**src/rtl/mem_copy_master.sv**
```systemverilog
// ----------------------------------------------------------------------------
// mem_copy_master
//   Bus initiator that copies a block of 32-bit words from one data-memory
//   region to another. It shares the core's single-port SRAM interface
//   (one-cycle synchronous read) behind an external arbiter.
//
//   Each word takes three states: RD issues the read, CAP captures dout,
//   and WR writes the word. RD and WR stall while grant_i is low. CAP
//   proceeds regardless of grant_i.
//
// Ports
//   clk_i, reset_i        clock, synchronous active-high reset
//   start_i               start pulse, sampled only in IDLE
//   src_addr_i/dst_addr_i source/destination byte addresses
//   len_i                 number of words to copy
//   abort_i               stop the transfer
//   grant_i               arbiter grant for the SRAM port
//   busy_o, done_o        transfer in progress / one-cycle completion pulse
//   err_o                 misalignment flag, held until the next start
//   words_o               words written in the current or last transfer
//   mem_*                 SRAM port: csb/web active-low, wmask, word address,
//                         write data, read data
// ----------------------------------------------------------------------------
module mem_copy_master #(
  parameter int ADDR_W = 9,
  parameter int LEN_W  = 16
) (
  input  logic              clk_i,
  input  logic              reset_i,
  input  logic              start_i,
  input  logic [31:0]       src_addr_i,
  input  logic [31:0]       dst_addr_i,
  input  logic [LEN_W-1:0]  len_i,
  input  logic              abort_i,
  input  logic              grant_i,
  output logic              busy_o,
  output logic              done_o,
  output logic              err_o,
  output logic [LEN_W-1:0]  words_o,
  output logic              mem_csb_o,
  output logic              mem_web_o,
  output logic [3:0]        mem_wmask_o,
  output logic [ADDR_W-1:0] mem_addr_o,
  output logic [31:0]       mem_data_o,
  input  logic [31:0]       mem_data_i
);

  typedef enum logic [2:0] {
    S_IDLE,
    S_RD,
    S_CAP,
    S_WR,
    S_FIN
  } state_t;

  localparam logic [LEN_W-1:0] LEN_ONE = LEN_W'(1);

  state_t            r_state;
  state_t            w_next;
  logic [31:0]       r_src;
  logic [31:0]       r_dst;
  logic [LEN_W-1:0]  r_rem;
  logic [31:0]       w_src_nxt;
  logic [31:0]       w_dst_nxt;
  logic              w_misaligned;
  logic              w_wr_fire;

  assign w_src_nxt    = r_src + 32'd4;
  assign w_dst_nxt    = r_dst + 32'd4;
  assign w_misaligned = (src_addr_i[1:0] != 2'b00) || (dst_addr_i[1:0] != 2'b00);
  assign w_wr_fire    = (r_state == S_WR) && grant_i;

  // State register
  always_ff @(posedge clk_i) begin
    if (reset_i) begin
      r_state <= S_IDLE;
    end else begin
      r_state <= w_next;
    end
  end

  // Next-state logic; abort_i overrides the normal successor outside IDLE.
  always_comb begin
    w_next = r_state;
    case (r_state)
      S_IDLE: begin
        if (start_i) begin
          if (w_misaligned || (len_i == '0)) begin
            w_next = S_FIN;
          end else begin
            w_next = S_RD;
          end
        end
      end
      S_RD: begin
        if (abort_i) begin
          w_next = S_FIN;
        end else if (grant_i) begin
          w_next = S_CAP;
        end
      end
      S_CAP: begin
        if (abort_i) begin
          w_next = S_FIN;
        end else begin
          w_next = S_WR;
        end
      end
      S_WR: begin
        if (abort_i) begin
          w_next = S_FIN;
        end else if (grant_i) begin
          w_next = (r_rem > LEN_ONE) ? S_RD : S_FIN;
        end
      end
      S_FIN:   w_next = S_IDLE;
      default: w_next = S_IDLE;
    endcase
  end

  // Bus strobes are the only combinational outputs: asserted only when the
  // arbiter grants the port in an access state.
  always_comb begin
    mem_csb_o = 1'b1;
    mem_web_o = 1'b1;
    case (r_state)
      S_RD: mem_csb_o = !grant_i;
      S_WR: begin
        mem_csb_o = !grant_i;
        mem_web_o = !grant_i;
      end
      default: begin
        mem_csb_o = 1'b1;
        mem_web_o = 1'b1;
      end
    endcase
  end

  // Registered datapath and status outputs. mem_addr_o is loaded on the edge
  // entering RD/WR so the address is already valid during the access cycle;
  // mem_data_o doubles as the captured read word.
  always_ff @(posedge clk_i) begin
    if (reset_i) begin
      r_src       <= '0;
      r_dst       <= '0;
      r_rem       <= '0;
      busy_o      <= 1'b0;
      done_o      <= 1'b0;
      err_o       <= 1'b0;
      words_o     <= '0;
      mem_wmask_o <= 4'hF;
      mem_addr_o  <= '0;
      mem_data_o  <= '0;
    end else begin
      mem_wmask_o <= 4'hF;
      done_o      <= (r_state == S_FIN);
      busy_o      <= (w_next != S_IDLE);

      case (r_state)
        S_IDLE: begin
          if (start_i) begin
            r_src      <= src_addr_i;
            r_dst      <= dst_addr_i;
            r_rem      <= len_i;
            words_o    <= '0;
            err_o      <= w_misaligned;
            mem_addr_o <= src_addr_i[ADDR_W+1:2];
          end
        end
        S_CAP: begin
          mem_data_o <= mem_data_i;
          mem_addr_o <= r_dst[ADDR_W+1:2];
        end
        S_WR: begin
          if (w_wr_fire) begin
            r_src      <= w_src_nxt;
            r_dst      <= w_dst_nxt;
            r_rem      <= r_rem - LEN_ONE;
            words_o    <= words_o + LEN_ONE;
            mem_addr_o <= w_src_nxt[ADDR_W+1:2];
          end
        end
        default: begin
        end
      endcase
    end
  end

endmodule
```
**config.mk**
```make
export PLATFORM = sky130hd
export DESIGN_NAME = mem_copy_master
export DESIGN_NICKNAME = d
export VERILOG_FILES = /design/src/rtl/mem_copy_master.sv
export SDC_FILE = /design/constraint.sdc
export NUM_CORES = 1
export LEC_CHECK = 0
export CAP_MARGIN = 20
export CELL_PAD_IN_SITES_DETAIL_PLACEMENT = 1
export CELL_PAD_IN_SITES_GLOBAL_PLACEMENT = 1
export CORE_MARGIN = 1.5
export CORE_UTILIZATION = 33
export DETAILED_ROUTE_END_ITERATION = 6
export PLACE_DENSITY_LB_ADDON = 0.1
export RECOVER_POWER = 25
export REMOVE_ABC_BUFFERS = 1
export SLEW_MARGIN = 20
export SYNTH_ARGS = -nofsm -noshare
export SYNTH_HDL_FRONTEND = slang
export SYNTH_SLANG_ARGS = --single-unit
```
**constraint.sdc**
```tcl
create_clock -name clk_i -period 3.85 [get_ports clk_i]
set_input_delay 0.385 -clock clk_i [delete_from_list [all_inputs] [get_ports clk_i]]
set_output_delay 0.385 -clock clk_i [all_outputs]
set_load 0.005 [all_outputs]
```
Yosys cells after proc, flatten, opt, wreduce, memory -nomap -nowiden:

Index checks and enable logic that the tools add are counted.
W data, S select, Z words.

* output and inout port bits: 66
* register bits after elaboration: 143
* input bits: 117
* logic and storage cells: 62

* eq/ne operators: 6
* muxes and demuxes: 26
* magnitude comparators: 1
* add/sub/neg operators: 4
* reductions and logical operators: 15

Operators by type and width (number)
* $mux W32: 4
* $pmux W32 S2: 2
* $add A32 B3 Y32 const B: 2
* $mux W16: 4
* $pmux W16 S2: 2
* $pmux W9 S3: 1
* $mux W3: 8
* $mux W9: 2
* $add A16 B1 Y16 const B: 1
* $gt A16 B1 Y1 const B: 1
* $logic_not A16 Y1: 1
* $sub A16 B1 Y16 const B: 1
* $pmux W3 S4: 1
* $eq A3 B2 Y1 const B: 2
* $reduce_and A3 Y1: 2
* $reduce_bool A2 Y1: 3
* $reduce_bool A3 Y1: 2
* $ne A2 B2 Y1 const B: 2
* $eq A3 B1 Y1 const B: 1
* $eq A3 B3 Y1 const B: 1
* $logic_not A3 Y1: 1
* $logic_or A1 B1 Y1: 2
* $mux W1: 2
* $reduce_and A2 Y1: 1
* other kinds (3): 3

Depth between registers and ports, before layout:

Gate-level depths: netlist (run 1).

* word-level depth: 7
* mapped depth: 9
* gate-level depth less buffers: 7

Worst setup path after synthesis (run 1):

OpenSTA, ideal clock, no wires.

* kind: register to register
* from: register r_state[1]
* to: register words_o[15]
* data required time: 3727 ps
* slack: 2029 ps
* arrival: 1698 ps
* clock period less this slack: 1821 ps
* cell stages (with the launch flop): 7
* path through: dfxtp_1 -> buf_6 -> or3b_4 -> a21o_4 -> nor3_2 -> nand3_1 -> mux2_1

* cells in the longest elaborated chain, start to end: 4
* elaborated cells between the ends (all ways): 8
* those cells by class: eq/ne (3); mux (1); reduce/logical (4)

Ends and longest elaborated chain
* from (decl): line 58 `state_t r_state;`
* from (signal assigned): line 78 `r_state <= w_next;`
* $eq A3 B2 Y1: line 71, 159
* $logic_and A1 B1 Y1: line 71 `assign w_wr_fire = (r_state == S_WR) && grant_i;`
* $ne A2 B2 Y1 (no line)
* $reduce_and A3 Y1 (no line)
* to (signal assigned): line 179 `words_o <= words_o + LEN_ONE;`
* to (decl): line 39 `output logic [LEN_W-1:0] words_o,`

Parallel ways exist; a longest one is shown, timed or not.
A chain may end at the register's enable or synchronous reset.

Final worst setup path (run 1):

* from: register r_state[2]
* to: output port mem_web_o

* cells in the longest elaborated chain, start to end: 2

Ends and longest elaborated chain
* $eq A3 B2 Y1: line 126 `case (r_state)`
* $mux W1: line 126
* to (decl): line 41 `output logic mem_web_o,`

No other way between the ends.

==> flow_summary.toml, run 1 <==
[run_status]
status = "finished with violations"
violations = "max-capacitance violations, max-slew violations"

[sta]
rsz0062_at_grt = "false"
finClkSkew_ns = 0.00641
fin_tns_setup_ns = 0
max_slew_margin_pct = -42.4
tightest_slew_ns = 2.14
hold_viol = 0
maxSlewViolCount = 48
finalCritPeriodShare_pct = 75.0
fmax_mhz = 346
period_minus_slack_ns = 2.89
finalSetupViolCount = 0

[power]
pwr_density_cell_mw_per_mm2 = 348
p_leak_nw = 2.26
ir_drop_uv = 180

[logic_synthesis]
synth_area_mm2 = 0.00469
synth.distinct_cells = 62
seq_area_frac_synth_pct = 41.4
yosys_most_used_dff = "dfxtp_1"
synth_edf_count = 0
synthCells = 599
synth.top_cell.area_share_pct = 41.4
synthTopCellsByArea = "dfxtp_1, nand2_1, a21oi_1, nor2_1, xnor2_1"
ys_async_sr_fraction_pct = 0
synth_area_leader_cell = "dfxtp_1"
synth_warnings = 0
avgSynthCellArea_um2 = 7.82
synth.ff_latch_count = 97

[clock_tree]
cts-resized-gates = 0
cts_buffer_depth = 2
clk_pin_slew_ns = 0.07
htreeDepth = 3
clock-sinks = 97
cts_setup_buffers = 0
clk_latency_ns = 0.34
holdBufCountCts = 0
cts_made_buffers = 9
cts_tree = "built"
clockRootBuffer = "clkbuf_16"

[grt]
first_global_vias = 4714
grtUsageTotal_pct = 20.2
grt_max_degree = 48
grt_first_pass_wirelength_mm = 23.8
overflow = 0
antenna_found_initial = 0

[routing]
dr.pass1.iters = 4
drt-total-wl_mm = 14.7
avgRoutedWirePerCell_um = 16.4
drtAntennaViolNets = 0
vias = 4698
drt_iter0_drc = 175
drc_errors = 0
avgViaCountPerCell = 5.21

[setup_path]
critical_path_class = "register to primary output"
critPathCaptureType = "primary output"
worstPathArrival_ns = 2.50
required_ns = 3.46
crit_family = "buffers and inverters"
path_cells = "nand2b_1 -> nor2_1 -> inv_1 -> clkdlybuf4s50_1"
cp-start-kind = "register"
cp_max_fo = 13
cpMaxStageDelayCell = "clkdlybuf4s50_1"
slowest_delay_ns = 0.59
worst-path-buf-inv = 2

[cells_and_area]
diodes = 0
drive_gt1_share_pct = 5.55
fill_cells = 1690
final_cell_mix = "nand2_1, dfxtp_1, clkdlybuf4s50_1"
layout.nets = 839
final_util_pct = 46.2
area_growth_pct = 36.9
final_common_cell = "nand2_1"

[hold_path]
hp-class = "input pin to register"

[die]
die_h_um = 122
initial_core_util_pct = 33.8
rows = 43
die-area_mm2 = 0.0149
io_pins = 183
fp.dieW_um = 122
coreArea_mm2 = 0.0139

[job]
cap_violations = 1

[placed_design]
gp_congestion = 0.782
dpl.hpwl_mm = 10.5
port_buffers = 136
==> logic make-up after synthesis <==
logic type / Yosys count / share of synthesized area, %
AND/OR/NAND/NOR: 268 / 27.0
AO/OA/AOI/OAI: 145 / 19.4
flip-flops: 97 / 41.4
buffers and inverters: 56 / 5.63
XOR/XNOR: 23 / 4.30
adder cells (fa/ha/maj): 5 / 1.33
multiplexers: 4 / 0.881
other: 1 / 0.0800
==> metal layers <==
layer	vias up	part of all wire [%]	GRT usage [%]
met5	-	0	0
met4	0	1.7	6.98
li1	2324	-	-
met2	121	47	34.5
met1	2236	47	26.2
met3	17	5.1	2.86
==> layout make-up <==
| type | instances | area, µm² | area share [%] |
|---|---|---|---|
| Clock buffer | 13 | 260 | 4.06 |
| Clock inverter | 2 | 13.8 | 0.215 |
| Inverter | 14 | 52.6 | 0.819 |
| Multi-Input combinational cell | 449 | 2490 | 38.9 |
| Sequential cell | 97 | 1940 | 30.3 |
| Tap cell | 180 | 225 | 3.51 |
| Timing Repair Buffer | 146 | 1430 | 22.3 |
==> state kept, by name (all words and copies together) (netlist names) <==
| signal | count |
|---|---|
| r_rem | 16 |
| r_dst | 9 |
| mem_addr_o | 9 |
| done_o | 1 |
| mem_data_o | 32 |
| r_state | 3 |
| busy_o | 1 |
| words_o | 16 |
| err_o | 1 |
| r_src | 9 |
==> where the power goes <==
part | switching, W | internal, W
logic | 0.000144 | 0.000151
clock network | 0.000383 | 0.000471
registers | 0.0000429 | 0.00104
==> through the flow <==
stage          instances  setup WS, ns  hold slack (ns)  cell area, µm²  power (W)
5_1_grt              901         0.767            0.447            6420    0.00233
6_report             901         0.963            0.425            6420    0.00223
2_1_floorplan        560          1.08            0.443            4490    0.00124
3_3_place_gp         886          1.16            0.441            6150    0.00140
4_1_cts              901         0.943            0.419            6420    0.00227
3_5_place_dp         886          1.15            0.450            6150    0.00141
==> cell usage after synthesis, drive strengths merged (4+ instances only) <==
cell	count
ha	5
clkbuf	25
buf	17
dfxtp	97
a311oi	4
xnor2	18
nand2	100
nor3	22
nor2	77
inv	14
a2111oi	5
o21ai	28
nand3	19
nor3b	6
a211oi	15
xor2	5
nor4	15
or3	5
a21oi	68
==> worst register-to-register path, cell delays in order, from the launching register on <==
cell	delay, ns
dfxtp_1	0.55
nand2b_1	0.42
buf_4	0.32
nor2_1	0.67
nand3_1	0.15
a311oi_1	0.33
o21bai_1	0.15
==> worst paths after layout <==
| path | from | end | slack (ns) | cells after the start |
|---|---|---|---|---|
| worst max register to register | r_state[1]$_SDFF_PP0_ | busy_o$_SDFF_PP0_ | 1.20 | 6 |
| worst max-delay path | r_state[2]$_SDFF_PP0_ | mem_web_o | 0.96 | 4 |
| worst min register to register | mem_data_o[27]$_SDFFE_PP0N_ | mem_data_o[27]$_SDFFE_PP0N_ | 0.45 | 2 |
| worst min-delay path | reset_i | mem_addr_o[1]$_SDFFE_PP0P_ | 0.42 | 2 |
No activity file was read; power rests on OpenSTA's default activity.
==> run 2, diff against run 1 <==
Settings changed: CORE_UTILIZATION 33 to 28.
Clock period 3.85 ns to 2.37 ns, I/O delays scaled along.
==> run 2 against run 1 <==
Critical endpoint unchanged. Die area up 17%. Routed wire length up 5.6%. Non-clock buffer count up 9. Clock power up 65%. Final cell count up 5.5%. Count of clock-buffer cells in the layout down 4. Critical path depth unchanged. The run now ends clean. Combinational power up 73%. Setup slack worse by 0.77 ns.
==> flow_summary.toml, run 2 (synthesis gave the netlist of run 1 again) <==
[sta]
period_minus_slack_ns = 2.18
finalSetupViolCount = 0
finalCritPeriodShare_pct = 92.0
rsz0062_at_grt = "false"
maxSlewViolCount = 0
setup_ws_ns = 0.190
hold_viol = 0
fmax_mhz = 459
tightest_slew_ns = 0.590
finClkSkew_ns = 0.0120
max_slew_margin_pct = 60.5
hold_slack_ns = 0.187

[routing]
drt_iter0_drc = 161
drtAntennaViolNets = 0
avgViaCountPerCell = 4.97
met2_length_mm = 7.18
avgRoutedWirePerCell_um = 16.4
top_layer = "met4"
dr.pass1.iters = 4
drt-total-wl_mm = 15.6
routed-wl-met3_um = 691
vias = 4728
drc_errors = 0
wl_met1_mm = 7.50

[power]
sw_frac_of_total_pct = 27.2
p_sw_w = 0.00100
ir_drop_uv = 308
p_comb_share_pct = 13.9
power.share.sequential_pct = 47.9
pwr_density_cell_mw_per_mm2 = 560
p_leak_nw = 2.31
p_clk_share_pct = 38.3
p_int_w = 0.00268
p_total_w = 0.00368

[clock_tree]
clk_latency_ns = 0.35
htreeDepth = 3
cts_tree = "built"
cts_buffer_depth = 2
clock-sinks = 97
cts-resized-gates = 0
cts_setup_buffers = 0
clockRootBuffer = "clkbuf_16"
holdBufCountCts = 0
clk_pin_slew_ns = 0.07
cts_made_buffers = 9

[hold_path]
hp-class = "input pin to register"
min_from = "reset_i"

[cells_and_area]
final_cell_mix = "nand2_1, clkdlybuf4s50_1, dfxtp_1"
largest_register_ff_count = 32
layout.nets = 848
final_common_cell = "nand2_1"
diodes = 0
area_growth_pct = 40.3
largest_register = "mem_data_o"
drive_gt1_share_pct = 7.11
largestRegisters = "mem_data_o (32), r_rem (16), words_o (16)"

[setup_path]
worstPathArrival_ns = 1.94
required_ns = 2.13
worst-path-buf-inv = 2
r2r-start = "r_state[1]$_SDFF_PP0_"
cp_max_fo = 11
critPathCaptureType = "primary output"
path_cells = "nand2b_1 -> nor2_1 -> inv_1 -> clkdlybuf4s50_1"
slowest_delay_ns = 0.56
critical_path_class = "register to primary output"
cp-start-kind = "register"
crit_family = "buffers and inverters"
worstSetupStartpoint = "r_state[1]$_SDFF_PP0_"
cpMaxStageDelayCell = "dfxtp_1"

[placed_design]
port_buffers = 136
dpl.hpwl_mm = 11.2
gp_congestion = 0.794
dp_slack_ns = 0.176

[die]
rows = 47
initial_core_util_pct = 28.5
fp.dieW_um = 132
io_pins = 183
coreArea_mm2 = 0.0165
die_h_um = 132
die-area_mm2 = 0.0175

[job]
cap_violations = 0

[grt]
grtUsageTotal_pct = 18.0
grt_first_pass_wirelength_mm = 25.3
first_global_vias = 4859
overflow = 0
antenna_found_initial = 0
grt_max_degree = 49

[run_status]
status = "completed"
==> run 2: cell count changes in the layout (fill, tap and decap cells not counted), sizes merged <==
cell / previous run / this run
buf: 10 / 19
clkbuf: 14 / 10
clkdlybuf4s50: 97 / 98
clkinvlp: 0 / 3
dlygate4sd3: 38 / 37
inv: 14 / 16
==> run 2: final cells by class <==
| cell class | instances | area, µm² |
|---|---|---|
| multi-input cells | 449 | 2490 |
| well taps | 220 | 275 |
| inverters | 14 | 52.6 |
| flip-flops and latches | 97 | 1940 |
| fillers | 1965 | 9890 |
| repair buffers | 155 | 1530 |
| clock inverters | 7 | 53.8 |
| clock buffers | 9 | 225 |
==> run 2: power groups by stage <==
stage                     clock network, W  logic, W  registers, W
final                              0.00141  0.000510       0.00176
after CTS                          0.00146  0.000522       0.00176
after global placement                   0  0.000509       0.00180
after detailed placement                 0  0.000517       0.00180
after global routing               0.00153  0.000563       0.00177
after floorplan                          0  0.000222       0.00179
==> run 2: routing by layer <==
metal / track usage (%) / vias to the layer above
met1: 23.5 / 2259
met2: 30.4 / 115
li1: - / 2341
met3: 3.23 / 13
met4: 5.43 / 0
met5: 0 / -
==> run 2: final timing paths <==
| path | slack [ns] | end | cells after the start |
|---|---|---|---|
| setup / recovery | 0.19 | mem_web_o | 4 |
| hold / removal | 0.19 | mem_addr_o[1]$_SDFFE_PP0P_ | 2 |
| setup reg to reg | 0.39 | r_dst[9]$_SDFFE_PP0P_ | 5 |
| hold reg to reg | 0.45 | mem_data_o[6]$_SDFFE_PP0N_ | 2 |
==> run 2: through the flow <==
stage / cell area [µm²] / setup TNS [ns] / cells / utilization, %
floorplan: 4490 / -4.31 / 560 / -
global placement: 6300 / 0 / 935 / 38.3
detailed placement: 6300 / 0 / 935 / 38.3
CTS: 6580 / 0 / 951 / 40.0
global route: 6580 / 0 / 951 / 39.9
finish: 6580 / 0 / 951 / 39.9
